===== src/rtl/controlador_refresco_display.sv =====
`default_nettype none
// ============================================================================
// Module      : controlador_refresco_display
// Description : Time-multiplexed refresh scheduler for an N-digit 7-segment
//               display. Lights one active-low anode at a time, inserts a
//               blanking gap between digits to avoid ghosting, and accepts new
//               display words over a valid/ready handshake. A new word is
//               applied only at a frame boundary, so a single frame never
//               mixes old and new digits.
// Ports       : reloj              - system clock (posedge)
//               reinicio_n         - asynchronous active-low reset
//               dato_valido        - producer offers dato_entrada
//               dato_listo         - block can accept a word
//               dato_entrada       - packed nibbles, digit k = [4k+3:4k]
//               anodos             - active-low digit enables (one low max)
//               nibble_activo      - nibble of the lit digit (0 when blanked)
//               digito_sel         - index of the current/next digit
//               tick_actualizacion - pulse on the last lit cycle of a digit
// Revision    : 1.0 - initial release
// ============================================================================
module controlador_refresco_display #(
    parameter int DIV_REFRESCO = 50000,
    parameter int T_BLANCO     = 16,
    parameter int N_DIGITOS    = 4,
    parameter int ANCHO_SEL    = 2
) (
    input  logic                     reloj,
    input  logic                     reinicio_n,
    input  logic                     dato_valido,
    output logic                     dato_listo,
    input  logic [4*N_DIGITOS-1:0]   dato_entrada,
    output logic [N_DIGITOS-1:0]     anodos,
    output logic [3:0]               nibble_activo,
    output logic [ANCHO_SEL-1:0]     digito_sel,
    output logic                     tick_actualizacion
);

    localparam int c_MAX_CNT   = (DIV_REFRESCO > T_BLANCO) ? DIV_REFRESCO : T_BLANCO;
    localparam int c_ANCHO_CNT = (c_MAX_CNT > 1) ? $clog2(c_MAX_CNT) : 1;
    localparam int c_ANCHO_DATO = 4 * N_DIGITOS;

    localparam logic [c_ANCHO_CNT-1:0] c_FIN_MOSTRAR = c_ANCHO_CNT'(DIV_REFRESCO - 1);
    localparam logic [c_ANCHO_CNT-1:0] c_FIN_BLANCO  = c_ANCHO_CNT'(T_BLANCO - 1);
    localparam logic [c_ANCHO_CNT-1:0] c_UNO_CNT     = c_ANCHO_CNT'(1);
    localparam logic [ANCHO_SEL-1:0]   c_ULTIMO_SEL  = ANCHO_SEL'(N_DIGITOS - 1);
    localparam logic [ANCHO_SEL-1:0]   c_UNO_SEL     = ANCHO_SEL'(1);

    typedef enum logic [0:0] {
        ST_BLANCO  = 1'b0,
        ST_MOSTRAR = 1'b1
    } estado_t;

    estado_t                    estado_q, estado_d;
    logic [c_ANCHO_CNT-1:0]     cnt_q, cnt_d;
    logic [ANCHO_SEL-1:0]       sel_q, sel_d;
    logic [c_ANCHO_DATO-1:0]    display_q, display_d;
    logic [c_ANCHO_DATO-1:0]    pendiente_q, pendiente_d;
    logic                       pendiente_lleno_q, pendiente_lleno_d;
    logic [N_DIGITOS-1:0]       anodos_q, anodos_d;
    logic [3:0]                 nibble_q, nibble_d;
    logic                       tick_q, tick_d;
    logic                       listo_q, listo_d;

    logic                       w_fin_digito;
    logic                       w_frontera;
    logic                       w_handshake;

    always_comb begin
        w_fin_digito = (estado_q == ST_MOSTRAR) && (cnt_q == c_FIN_MOSTRAR);
        // Frame boundary: leaving the last digit, i.e. the select wraps to 0.
        w_frontera   = w_fin_digito && (sel_q == c_ULTIMO_SEL);
        w_handshake  = dato_valido && listo_q;

        // ---------------- sequencing ----------------
        estado_d = estado_q;
        cnt_d    = cnt_q + c_UNO_CNT;
        sel_d    = sel_q;
        case (estado_q)
            ST_BLANCO: begin
                if (cnt_q == c_FIN_BLANCO) begin
                    cnt_d    = '0;
                    estado_d = ST_MOSTRAR;
                end
            end
            ST_MOSTRAR: begin
                if (w_fin_digito) begin
                    cnt_d    = '0;
                    estado_d = ST_BLANCO;
                    sel_d    = (sel_q == c_ULTIMO_SEL) ? '0 : (sel_q + c_UNO_SEL);
                end
            end
            default: begin
                cnt_d    = '0;
                estado_d = ST_BLANCO;
            end
        endcase

        // ---------------- data path ----------------
        // The pending buffer only drains at a frame boundary. When it is
        // full, listo is low, so a boundary never sees a pending word and a
        // fresh handshake at the same time.
        display_d         = display_q;
        pendiente_d       = pendiente_q;
        pendiente_lleno_d = pendiente_lleno_q;
        if (w_frontera) begin
            if (pendiente_lleno_q) begin
                display_d         = pendiente_q;
                pendiente_lleno_d = 1'b0;
            end else if (w_handshake) begin
                display_d = dato_entrada;
            end
        end else if (w_handshake) begin
            pendiente_d       = dato_entrada;
            pendiente_lleno_d = 1'b1;
        end

        // ---------------- registered outputs ----------------
        // Outputs are computed from next-state values so they line up with
        // the state register rather than lagging it by a cycle.
        anodos_d = '1;
        nibble_d = '0;
        for (int k = 0; k < N_DIGITOS; k++) begin
            if ((estado_d == ST_MOSTRAR) && (sel_d == ANCHO_SEL'(k))) begin
                anodos_d[k] = 1'b0;
                nibble_d    = display_d[4*k +: 4];
            end
        end
        tick_d  = (estado_d == ST_MOSTRAR) && (cnt_d == c_FIN_MOSTRAR);
        listo_d = ~pendiente_lleno_d;
    end

    // reinicio_n is expected to be released synchronously by the upstream
    // reset synchronizer; assertion takes effect immediately.
    always_ff @(posedge reloj or negedge reinicio_n) begin
        if (!reinicio_n) begin
            estado_q          <= ST_BLANCO;
            cnt_q             <= '0;
            sel_q             <= '0;
            display_q         <= '0;
            pendiente_q       <= '0;
            pendiente_lleno_q <= 1'b0;
            anodos_q          <= '1;
            nibble_q          <= '0;
            tick_q            <= 1'b0;
            listo_q           <= 1'b1;
        end else begin
            estado_q          <= estado_d;
            cnt_q             <= cnt_d;
            sel_q             <= sel_d;
            display_q         <= display_d;
            pendiente_q       <= pendiente_d;
            pendiente_lleno_q <= pendiente_lleno_d;
            anodos_q          <= anodos_d;
            nibble_q          <= nibble_d;
            tick_q            <= tick_d;
            listo_q           <= listo_d;
        end
    end

    assign dato_listo         = listo_q;
    assign anodos             = anodos_q;
    assign nibble_activo      = nibble_q;
    assign digito_sel         = sel_q;
    assign tick_actualizacion = tick_q;

endmodule
`default_nettype wire


===== config.mk =====
export PLATFORM = sky130hd
export DESIGN_NAME = controlador_refresco_display
export DESIGN_NICKNAME = d
export VERILOG_FILES = /design/src/rtl/controlador_refresco_display.sv
export SDC_FILE = /design/constraint.sdc
export NUM_CORES = 1
export LEC_CHECK = 0
export ABC_AREA = 1
export BUFFER_PORTS_ARGS = -buffer_cell sky130_fd_sc_hd__buf_2
export CAP_MARGIN = 15
export CORE_MARGIN = 4
export CORE_UTILIZATION = 40
export DETAILED_ROUTE_END_ITERATION = 10
export PLACE_DENSITY = 0.63
export RECOVER_POWER = 25
export SETUP_SLACK_MARGIN = 0.1
export SLEW_MARGIN = 40
export SYNTH_ARGS = -nofsm -noshare
export SYNTH_HDL_FRONTEND = slang
export SYNTH_SLANG_ARGS = --single-unit

===== constraint.sdc =====
create_clock -name reloj -period 1.7 [get_ports reloj]
set_input_delay 0.085 -clock reloj [delete_from_list [all_inputs] [get_ports reloj]]
set_output_delay 0.085 -clock reloj [all_outputs]
set_load 0.01 [all_outputs]

Yosys cells after proc, flatten, opt, wreduce, memory -nomap -nowiden:

Cells that the tools add are included.

* $add $sub $neg: 2
* $mul: 0
* divide/modulo/power cells: 0
* order comparisons: 0
* equality and inequality tests: 7
* shifts and indexed selects: 0
* mux-type cells: 22
* bitwise gates (word level): 3
* reduce and logical (&&, ||, !) cells: 10

Operator list (count)
* 2-to-1 mux 16 bit: 5
* equality test 16 bit, second input constant: 2
* one-hot mux 16 bit (2 select lines): 1
* adder 16 x 1 -> 16 bit, second input constant: 1
* equality test 16 x 4 -> 1 bit, second input constant: 1
* 2-to-1 mux 4 bit: 4
* logical AND 1 bit: 8
* 2-to-1 mux 1 bit: 8
* equality test 2 bit, second input constant: 3
* 2-to-1 mux 2 bit: 3
* NOT 1 bit: 3
* adder 2 x 1 -> 2 bit, second input constant: 1
* equality test 2 x 1 -> 1 bit, second input constant: 1
* logical NOT 2 bit: 1
* one-hot mux 1 bit (2 select lines): 1
* AND reduction 2 bit: 1

* bits in registers: 62
* bits in latches: 0
* bits in writable memories: 0
* bits in read-only memories: 0
* bits of input ports: 19
* output and inout port bits: 12
* word-level logic and storage cells: 54
* memories: 0

Logic depth before layout (Yosys ltp):

Gate-level depths: netlist of the first run.

* depth in word-level cells: 10
* gate-level depth with buffers: 12
* mapped depth without buffers: 12

Worst setup path after synthesis of the first run:

Ideal clock, no wire load.

* path type: register to register
* from: register sel_q[0] (netlist: digito_sel[0])
* to: register nibble_q[2] (netlist: nibble_activo[2])
* arrival time: 1627 ps
* required time: 1629 ps
* setup slack: 2 ps
* cell stages (with the launch flop): 9
* path buffers: 1
* path through: dfrtp_1 ha_1 buf_4 or2_2 nand2_1 o21ai_2 nor2_1 nand3_1 nand4_1

* longest elaborated chain between the ends: 10

RTL lines
* from (decl): line 55 `logic [ANCHO_SEL-1:0] sel_q, sel_d;`
* from (signal assigned): line 149 `sel_q <= sel_d;`
* adder 2 x 1 -> 2 bit or equality test 2 bit (tied branches): line 89, 71
* 2-to-1 mux 2 bit: line 89 `sel_d = (sel_q == c_ULTIMO_SEL) ? '0 : (sel_q + c_UNO_SEL);`
* 2-to-1 mux 2 bit: line 86 `if (w_fin_digito) begin`
* 2-to-1 mux 2 bit: line 78 `case (estado_q)`
* logical NOT 2 bit: line 123 `if ((estado_d == ST_MOSTRAR) && (sel_d == ANCHO_SEL'(k))) begin`
* logical AND 1 bit: line 123
* 2-to-1 mux 4 bit (3 in a row): line 123
* 2-to-1 mux 4 bit (*): line 123
* named net nibble_d[2]: line 60 `logic [3:0] nibble_q, nibble_d;`
* to (signal assigned): line 154 `nibble_q <= nibble_d;`
* to (decl): line 60

Mark *: on every way through the listed nets, which the timed path passes. The rest lies on a longest branch.
A chain may end at the register's enable or synchronous reset.

Final worst setup path of the first run:

* from: register cnt_q[1]
* to: register nibble_q[1] (netlist: nibble_activo[1])

RTL lines
* from (decl): line 54 `logic [c_ANCHO_CNT-1:0] cnt_q, cnt_d;`
* from (signal assigned): line 148 `cnt_q <= cnt_d;`
* equality test 16 bit: line 69 `w_fin_digito = (estado_q == ST_MOSTRAR) && (cnt_q == c_FIN_MOSTRAR);`
* logical AND 1 bit: line 69
* logical AND 1 bit: line 71 `w_frontera = w_fin_digito && (sel_q == c_ULTIMO_SEL);`
* 2-to-1 mux 16 bit: line 105 `if (w_frontera) begin`
* named net display_d[13]: line 56 `logic [c_ANCHO_DATO-1:0] display_q, display_d;`
* 2-to-1 mux 4 bit: line 123
* named net nibble_d[1]: line 60

The timed path passes the listed nets, and every way through them passes these cells.

==> results of run 1 <==
==> power groups by stage <==
stage,Clock (W),Combinational [W],Sequential [W]
5_1_grt,0.00167,0.000612,0.00174
6_report,0.00157,0.000545,0.00172
2_1_floorplan,0,0.000234,0.00168
3_5_place_dp,0,0.000372,0.00170
4_1_cts,0.00161,0.000412,0.00167
3_3_place_gp,0,0.000365,0.00169
==> tightest hold or removal path: stages <==
cell	delay [ns]
buf_2	0.10
inv_1	0.08
o21ai_2	0.06
==> repair_timing <==
action,in CTS,in global routing
pin swaps,7,27
hold endpoints to repair,31,0
setup endpoints to repair,32,38
gates cloned,4,2
buffers inserted,3,9
hold buffers,14,0
gates resized for setup,22,93
==> flip-flops by register name (all words and copies together) (netlist names) <==
| name | cells |
|---|---|
| tick_actualizacion | 1 |
| nibble_activo | 4 |
| pendiente_lleno_q | 1 |
| anodos | 4 |
| estado_q | 1 |
| cnt_q | 16 |
| pendiente_q | 16 |
| dato_listo | 1 |
| display_q | 16 |
| digito_sel | 2 |
==> worst min path at each step <==
stage          slack [ns]        startpoint  cells past startpoint         endpoint
6_report             0.02  dato_entrada[14]                      3  pendiente_q[14]
5_1_grt              0.02  dato_entrada[14]                      3  pendiente_q[14]
4_1_cts             0.005  dato_entrada[11]                      3  pendiente_q[11]
3_5_place_dp         0.11        reinicio_n                      1         cnt_q[0]
3_3_place_gp         0.10        reinicio_n                      1         cnt_q[0]
2_1_floorplan       -0.21        reinicio_n                      0         cnt_q[0]
==> synthesized netlist by cell type, types with 2 or more instances <==
master,instances
buf_4,2
inv_1,49
nor3_1,5
nor2_4,2
ha_1,2
nor2_1,32
nand3_1,21
nor2_2,4
o21ai_0,13
o21ai_2,7
dfrtp_1,57
buf_6,2
a21oi_1,8
nand4_1,12
nand2_2,4
xor2_1,6
inv_2,5
clkbuf_1,2
nand2_1,104
buf_2,5
nor3_2,2
dfstp_2,5
o21ai_1,20
nand3_2,4
==> routing by layer <==
metal	wire length (um)	up-vias
met5	0	-
met4	192	0
met3	481	21
met2	4160	82
met1	3610	1411
li1	-	1433
==> layout make-up <==
type	instances	share of cell area, %
Multi-Input combinational cell	256	36.2
Sequential cell	62	33.1
Timing Repair Buffer	103	18.4
Inverter	55	4.64
Clock buffer	12	3.07
Tap cell	99	2.62
Clock inverter	4	2.01
==> stage by stage <==
step	hold WS, ns	instances	total power, W	setup slack [ns]	TNS, ns
floorplan	-0.211	381	0.00192	0.106	0
global placement	0.104	544	0.00206	-0.0425	-0.115
detailed placement	0.108	544	0.00207	-0.0678	-0.403
CTS	0.00453	581	0.00370	-0.00895	-0.0298
global route	0.0192	591	0.00402	-0.172	-2.00
finish	0.0216	591	0.00384	-0.0553	-0.366
==> kinds of logic (layout without fill, tap and decap cells) <==
| family | count (synthesis) | in the layout |
|---|---|---|
| flip-flops | 62 | 62 |
| multiplexers | 1 | 1 |
| adder cells (fa/ha/maj) | 2 | 2 |
| AO/OA/AOI/OAI | 50 | 50 |
| AND/OR/NAND/NOR | 194 | 197 |
| buffers and inverters | 66 | 174 |
| XOR/XNOR | 6 | 6 |
==> flow_metrics.tcl, run 1 <==
set metrics [dict create \
    wl_mm 8.44 \
    gp_congestion 0.919 \
    synth_top_area_share_pct 46.0 \
    cts_tree "done" \
    power_frac_seq_pct 44.9 \
    io_buffers 30 \
    clkSinkCount 62 \
    grt_pass1_wl_mm 13.0 \
    multiInputGateArea_um2 1710 \
    rr_endpoint "nibble_activo[1]" \
    p_switching_w 0.000957 \
    drv_cap 0 \
    status "complete, but fails checks" \
    post_dp_cell_area_um2 3730 \
    critPathCaptureType "register" \
    antenna_found_initial 0 \
    reg2reg_from "cnt_q[1]" \
    synth_top_family_by_area "simple AND/OR/NAND/NOR gates" \
    ys.flop_type "dfrtp_1" \
    met1_usage_pct 25.0 \
    synth_area_leaders "dfrtp_1, nand2_1, inv_1" \
    power.internal_w 0.00289 \
    die_area_um2 9220 \
    dpl.hpwl_mm 5.36 \
    clockBufferDepth 2 \
    path_max_fanout 6 \
    synth-edff-count 0 \
    path_clk_slew_ns 0.07 \
    path_class "reg -> reg" \
    ant_nets 0 \
    synth-xor-area-share_pct 1.70 \
    nNetsFinal 508 \
    start_util_pct 41.8 \
    slowest_stage "dfrtp_1" \
    grt_overflow 0 \
    cp-startpoint "cnt_q[1]" \
    register_area_um2 1560 \
    async_reset_ff_share_pct 100 \
    mostFrequentLayoutCells "nand2_1, dfrtp_1, inv_1" \
    rsz0062_at_grt "true" \
    diodes 0 \
    fillerInstances 584 \
    muxShareOfSynthArea_pct 0.323 \
    cts_root_buf "clkbuf_8" \
    hold_violations 0 \
    syn_nets 402 \
    rrSetupSlack_ns -0.06 \
    min_period_ns 1.76 \
    layout-drive-gt1-share_pct 45.3 \
    comb_power_share_pct 14.2 \
    rows 31 \
    met2_usage_pct 29.1 \
    crit_buf_inv 2 \
    numCtsBuffers 9 \
    ys_types 32 \
    busiest_layer "met2" \
    drv_slew 0 \
    drt_first_iter_violations 157 \
    power_density_nw_per_um2 814 \
    synthCells 381 \
    insertion_delay_ns 0.34 \
    synth-simple-area-share_pct 28.7 \
    r2r_cells 11 \
    vdd.ir_drop.worst_uv 640 \
    vias 2947 \
    cp_slowest_stage_delay_ns 0.40 \
    synthAdderAreaFrac_pct 0.807 \
    die_h_um 96.0 \
    crit_family "simple AND/OR/NAND/NOR gates" \
    failed_checks "setup timing" \
    avgRoutedWirePerCell_um 14.3 \
    setup_slack_ns -0.0553 \
    setup_violations 12 \
    cp.required_ns 1.91 \
    worstPathCellList "ha_4, nand3_4, nor2_4, nand3_4, clkinv_4, buf_12, nand3_4, nand2_1, nand2_1, nand3_1, nand4_1" \
    syn_area_um2 3100 \
    first_pass_iters 6 \
    track_usage_pct 18.4 \
    first_global_vias 2742 \
    seq_area_frac_synth_pct 50.3 \
    syn2layout_area_growth_pct 52.4 \
    crit_end "nibble_activo[1]" \
    gr-usage-met3_pct 5.32 \
    dieWidth_um 96.0 \
    relSlewSlack_pct 12.9 \
    crit_top_cell "nand3_4" \
    synth_area_per_cell_um2 8.13 \
    clock.fmax_ghz 0.570 \
    grt_max_degree 28 \
    synth_compound_gate_area_share_pct 9.08 \
    ys_ff_latch 62 \
    crit_cells 11 \
    critPathArrivalTime_ns 1.97 \
    switching_share_pct 24.9 \
    hp-class "in -> reg" \
    core_area_um2 7410 \
    clockPowerShare_pct 41.0 \
    vias_per_cell 4.99 \
    route.detailed.drc 0 \
    design_area_um2 4720 \
    critPathLaunchType "register" \
    htreeDepth 3 \
    fin_crit_sh_pct 103 \
    synth_top_area_cell "dfrtp_1" \
    post-route-util_pct 63.8 \
    worst_pin_slew_ns 1.31 \
    skew_ns 0.0110 \
    total_leakage_power_nw 2.29 \
    ys_warn_count 0 \
    layout_commonest_cell "nand2_1" \
    ios 31 \
]
Note: power is estimated with default switching activity, not from simulation.
==> run 2: changes to the inputs <==
CAP_MARGIN = 20   (was 15)
CORE_UTILIZATION = 53   (was 40)
PLACE_DENSITY = 0.79   (was 0.63)
==> run 2 against run 1 <==
  * The flow still finishes with violations (setup timing)
  * Critical path type unchanged
  * Non-clock buffer count shrank 2
  * Final area fell by 3.6%
  * Clock skew is 0.00061 ns higher
  * Global-route usage rose by 7.8 points
  * Critical endpoint is now tick_actualizacion
==> flow_metrics.tcl, run 2 (same netlist as run 1, synthesis figures left out) <==
set metrics [dict create \
    critPathArrivalTime_ns 2.14 \
    total_leakage_power_nw 2.27 \
    path_clk_slew_ns 0.07 \
    numCtsBuffers 9 \
    rrSetupSlack_ns -0.16 \
    worst_pin_slew_ns 0.899 \
    register_area_um2 1560 \
    track_usage_pct 26.2 \
    met2_usage_pct 41.8 \
    wl_mm 10.4 \
    ant_nets 0 \
    layoutNonFillerInstCount 561 \
    vdd.ir_drop.worst_uv 839 \
    skew_ns 0.0116 \
    crit_buf_inv 3 \
    nNetsFinal 505 \
    route.detailed.drc 0 \
    clkSinkCount 62 \
    layout_commonest_cell "nand2_1" \
    io_buffers 30 \
    core_area_um2 5570 \
    crit_cells 9 \
    dpl.hpwl_mm 5.13 \
    multiInputGateArea_um2 1680 \
    critPathLaunchType "register" \
    relSlewSlack_pct 40.1 \
    cts_root_buf "clkbuf_8" \
    path_max_fanout 6 \
    mostFrequentLayoutCells "nand2_1, dfrtp_1, inv_1, buf_4, buf_2" \
    cp_slowest_stage_delay_ns 0.39 \
    cp.required_ns 1.98 \
    clock.fmax_ghz 0.537 \
    syn2layout_area_growth_pct 46.9 \
    busiest_layer "met2" \
    cp-startpoint "cnt_q[4]" \
    power_density_nw_per_um2 796 \
    rr_endpoint "tick_actualizacion" \
    slowest_stage "dfrtp_1" \
    hold_violations 0 \
    hp-class "in -> reg" \
    first_pass_iters 5 \
    insertion_delay_ns 0.35 \
    cts_tree "done" \
    drt_first_iter_violations 397 \
    dp_cells 510 \
    setup_violations 22 \
    die_h_um 84.5 \
    first_global_vias 2970 \
    failed_checks "setup timing" \
    gp_congestion 0.897 \
    htreeDepth 3 \
    critPathCaptureType "register" \
    fin_crit_sh_pct 109 \
    layout-drive-gt1-share_pct 41.9 \
    dieWidth_um 84.5 \
    post-route-util_pct 81.7 \
    design_area_um2 4550 \
    worstPathCellList "buf_4, inv_1, nor3_2, nand2_1, nor2_1, xor2_1, nor2_1, inv_1, nor2_1" \
    crit_top_cell "nor2_1" \
    grt_pass1_wl_mm 14.4 \
    rows 27 \
    grt_max_degree 35 \
    crit_end "tick_actualizacion" \
    diodes 0 \
    drv_slew 0 \
    min_period_ns 1.86 \
    antenna_found_initial 0 \
    setup_slack_ns -0.161 \
    vias_per_cell 5.81 \
    fillerInstances 294 \
    vias 3260 \
    avgRoutedWirePerCell_um 18.6 \
    post_dp_cell_area_um2 3630 \
    drv_cap 0 \
    rsz0062_at_grt "true" \
    reg2reg_from "cnt_q[4]" \
    grt_overflow 0 \
    met1_usage_pct 33.1 \
    die_area_um2 7140 \
    top_regs "cnt_q: 16 flops, display_q: 16 flops, pendiente_q: 16 flops" \
    ios 31 \
    gr-usage-met3_pct 6.28 \
    status "complete, but fails checks" \
    clockBufferDepth 2 \
    pre_cts_ws_ns -0.0796 \
    crit_family "simple AND/OR/NAND/NOR gates" \
    path_class "reg -> reg" \
    r2r_cells 9 \
    worst_hold_slack_ns 0.0276 \
    start_util_pct 55.6 \
]
## run 2: cell types whose count changed in the layout (fill, tap and decap cells not counted), sizes merged
cell	change
buf	-2
bufinv	-2
clkbuf	+1
clkinv	+1
clkinvlp	+1
dlygate4sd3	-1
nand3	-1
## run 2: final cells by class
class	instances	share of cell area [%]
well taps	72	1.98
inverters	55	4.92
repair buffers	101	17.6
flip-flops and latches	62	34.3
multi-input cells	255	37.0
clock inverters	4	1.04
clock buffers	12	3.19
## run 2: metal layers
metal	part of all wire [%]	wire, um
met1	38	3920
met4	4.8	497
met5	0	0
met3	8.0	836
met2	50	5180
## run 2: what timing repair did
action,CTS,global route
pin swaps,23,13
cloned,3,2
setup buffers,10,8
hold buffers,13,0
resized for setup,37,63
endpoints found under the hold margin,26,0
endpoints found under the setup margin,23,48
## run 2: where the power goes
part	total (W)	internal, W	switching, W	leakage (nW)
clock network	0.00132	0.000714	0.000609	0.0964
registers	0.00174	0.00161	0.000131	0.790
logic	0.000563	0.000249	0.000314	1.39
## run 2: worst min path at each step
stage | startpoint | endpoint | slack, ns | cells past startpoint
floorplan | reinicio_n | cnt_q[0] | -0.21 | 0
CTS | dato_entrada[11] | pendiente_q[11] | 0.002 | 3
detailed placement | reinicio_n | cnt_q[10] | 0.03 | 1
global route | dato_entrada[15] | pendiente_q[15] | 0.02 | 3
global placement | reinicio_n | cnt_q[10] | 0.03 | 1
finish | dato_entrada[15] | pendiente_q[15] | 0.03 | 3
## run 2: worst register-to-register path: cells and delay by family (launching register included)
family / cells / cell delay, ns
flops: 1 / 0.39
xor+xnor: 1 / 0.11
buf+inv: 3 / 0.35
simple gates: 5 / 0.95
## run 2: per-stage QoR
stage,setup TNS [ns],total power (W)
after floorplan,0,0.00192
after global placement,-0.0520,0.00205
after detailed placement,-0.265,0.00206
after CTS,0,0.00339
after global routing,-2.97,0.00377
final,-1.34,0.00362
==> run 3: changes to the inputs <==
HOLD_SLACK_MARGIN = 0.03   (was unset)
REMOVE_ABC_BUFFERS = 1   (was unset)
==> run 3 against run 2 <==
  * Combinational power shrank 23%
  * Via count shrank 5.4%
  * Global-route usage grew 0.93 points
  * Non-clock buffer count shrank 1
  * Sequential power shrank 3%
  * Critical path type unchanged
  * Largest power group unchanged
  * The run still ends with setup timing left
  * Setup slack gained 0.017 ns
  * Routed wire length shrank 8.4%
  * Largest cell class is now flip-flops and latches
  * Final cell count is the same
  * Final area shrank 3.4%
  * Critical endpoint is now nibble_activo[2]
  * Clock power shrank 4%
==> flow_metrics.tcl, run 3 (same netlist as run 1, synthesis figures left out) <==
set metrics [dict create \
    route.detailed.drc 0 \
    dpl.hpwl_mm 5.04 \
    clkSinkCount 62 \
    rsz0062_at_grt "true" \
    relSlewSlack_pct 55.7 \
    vdd.ir_drop.worst_uv 729 \
    hold_violations 0 \
    wl_mm 9.56 \
    drv_cap 0 \
    design_area_um2 4400 \
    failed_checks "setup timing" \
    grt_overflow 0 \
    syn2layout_area_growth_pct 41.9 \
    first_global_vias 3252 \
    io_buffers 30 \
    clock.fmax_ghz 0.542 \
    vias_per_cell 5.50 \
    total_leakage_power_nw 2.26 \
    avgRoutedWirePerCell_um 17.0 \
    fin_crit_sh_pct 108 \
    ios 31 \
    critPathArrivalTime_ns 2.07 \
    post-route-util_pct 78.9 \
    rows 27 \
    die_area_um2 7140 \
    start_util_pct 55.6 \
    top_regs "cnt_q: 16 flops, display_q: 16 flops, pendiente_q: 16 flops" \
    layout_commonest_cell "nand2_1" \
    gp_congestion 0.907 \
    setup_violations 27 \
    first_pass_iters 5 \
    grt_pass1_wl_mm 15.0 \
    path_max_fanout 7 \
    htreeDepth 3 \
    drv_slew 0 \
    clockBufferDepth 2 \
    power_density_nw_per_um2 770 \
    dieWidth_um 84.5 \
    skew_ns 0.0156 \
    hp-class "in -> async" \
    ant_nets 0 \
    mostFrequentLayoutCells "nand2_1, dfrtp_1, inv_1" \
    insertion_delay_ns 0.36 \
    path_class "reg -> reg" \
    numCtsBuffers 9 \
    nNetsFinal 505 \
    cts_tree "done" \
    worst_pin_slew_ns 0.664 \
    diodes 0 \
    min_period_ns 1.84 \
    die_h_um 84.5 \
    cp.required_ns 1.93 \
    antenna_found_initial 0 \
    post_dp_cell_area_um2 3580 \
    layout-drive-gt1-share_pct 35.6 \
    core_area_um2 5570 \
    vias 3084 \
    setup_slack_ns -0.144 \
    critPathCaptureType "register" \
    critPathLaunchType "register" \
    cts_root_buf "clkbuf_8" \
    drt_first_iter_violations 195 \
    track_usage_pct 27.1 \
    status "complete, but fails checks" \
    path_clk_slew_ns 0.07 \
    grt_max_degree 29 \
]
==> run 3: cell count changes in the layout (fill, tap and decap cells not counted), sizes merged <==
cell	before	now
buf	84	80
bufbuf	0	1
clkbuf	16	14
dlygate4sd3	13	17
nand3	28	29
==> run 3: worst paths after layout <==
check,start,to,slack [ns],depth (start not counted)
worst max-delay path,cnt_q[1],nibble_activo[2],-0.14,11
worst min-delay path,reinicio_n,display_q[11],0.29,2
worst max register to register,cnt_q[1],nibble_activo[2],-0.14,11
worst min register to register,pendiente_q[10],pendiente_q[10],0.50,2
max in group asynchronous,reinicio_n,anodos[0],0.44,3
min in group reloj,dato_valido,pendiente_q[8],0.31,5
==> run 3: per-stage QoR <==
step | total power (W) | cells | hold WS, ns | setup WS, ns | TNS (ns)
final | 0.00339 | 561 | 0.292 | -0.144 | -2.71
after global routing | 0.00354 | 561 | 0.318 | -0.244 | -5.22
after global placement | 0.00203 | 509 | 0.126 | -0.0823 | -0.332
after detailed placement | 0.00205 | 509 | 0.122 | -0.168 | -1.07
after CTS | 0.00335 | 552 | 0.267 | -0.0218 | -0.0435
after floorplan | 0.00191 | 370 | -0.211 | -0.0245 | -0.484
==> run 3: per-layer routing <==
layer | global-route usage [%] | up-vias | wire (um)
met3 | 6.18 | 39 | 643
met2 | 46.3 | 157 | 4980
met1 | 30.1 | 1466 | 3490
met5 | 0 | - | 0
met4 | 18.1 | 0 | 442
li1 | - | 1422 | -
==> run 3: final cells by class <==
| cell class | instances | area (um2) |
|---|---|---|
| clock buffer | 12 | 135 |
| clock inverter | 4 | 47.5 |
| timing repair buffer | 100 | 835 |
| inverter | 55 | 221 |
| sequential | 62 | 1560 |
| multi-input combinational | 256 | 1510 |
| tap | 72 | 90.1 |
| fill | 358 | 1180 |
==> run 3: critical path, cell delays in order (launching register included) <==
cell and delay [ns]:
dfrtp_1 0.40, ha_4 0.17, nand3_4 0.11, nor2_4 0.17
nand3_4 0.14, clkinv_8 0.11, buf_12 0.11, nand3_4 0.13
nand2_2 0.10, nand2_2 0.08, nand3_2 0.08, nand4_1 0.10
==> run 3: power by group <==
| part | leakage [nW] | switching [W] | total (W) | internal [W] |
|---|---|---|---|---|
| combinational | 1.38 | 0.000242 | 0.000433 | 0.000191 |
| clock | 0.0904 | 0.000597 | 0.00127 | 0.000674 |
| sequential | 0.795 | 0.0000785 | 0.00168 | 0.00161 |
==> run 3: repair_timing <==
item / CTS / global route
gates cloned: 5 / 0
setup endpoints to repair: 23 / 44
hold endpoints to repair: 37 / 0
hold buffers: 17 / 0
setup buffers: 6 / 9
gates resized for setup: 35 / 28
pin swaps: 22 / 14
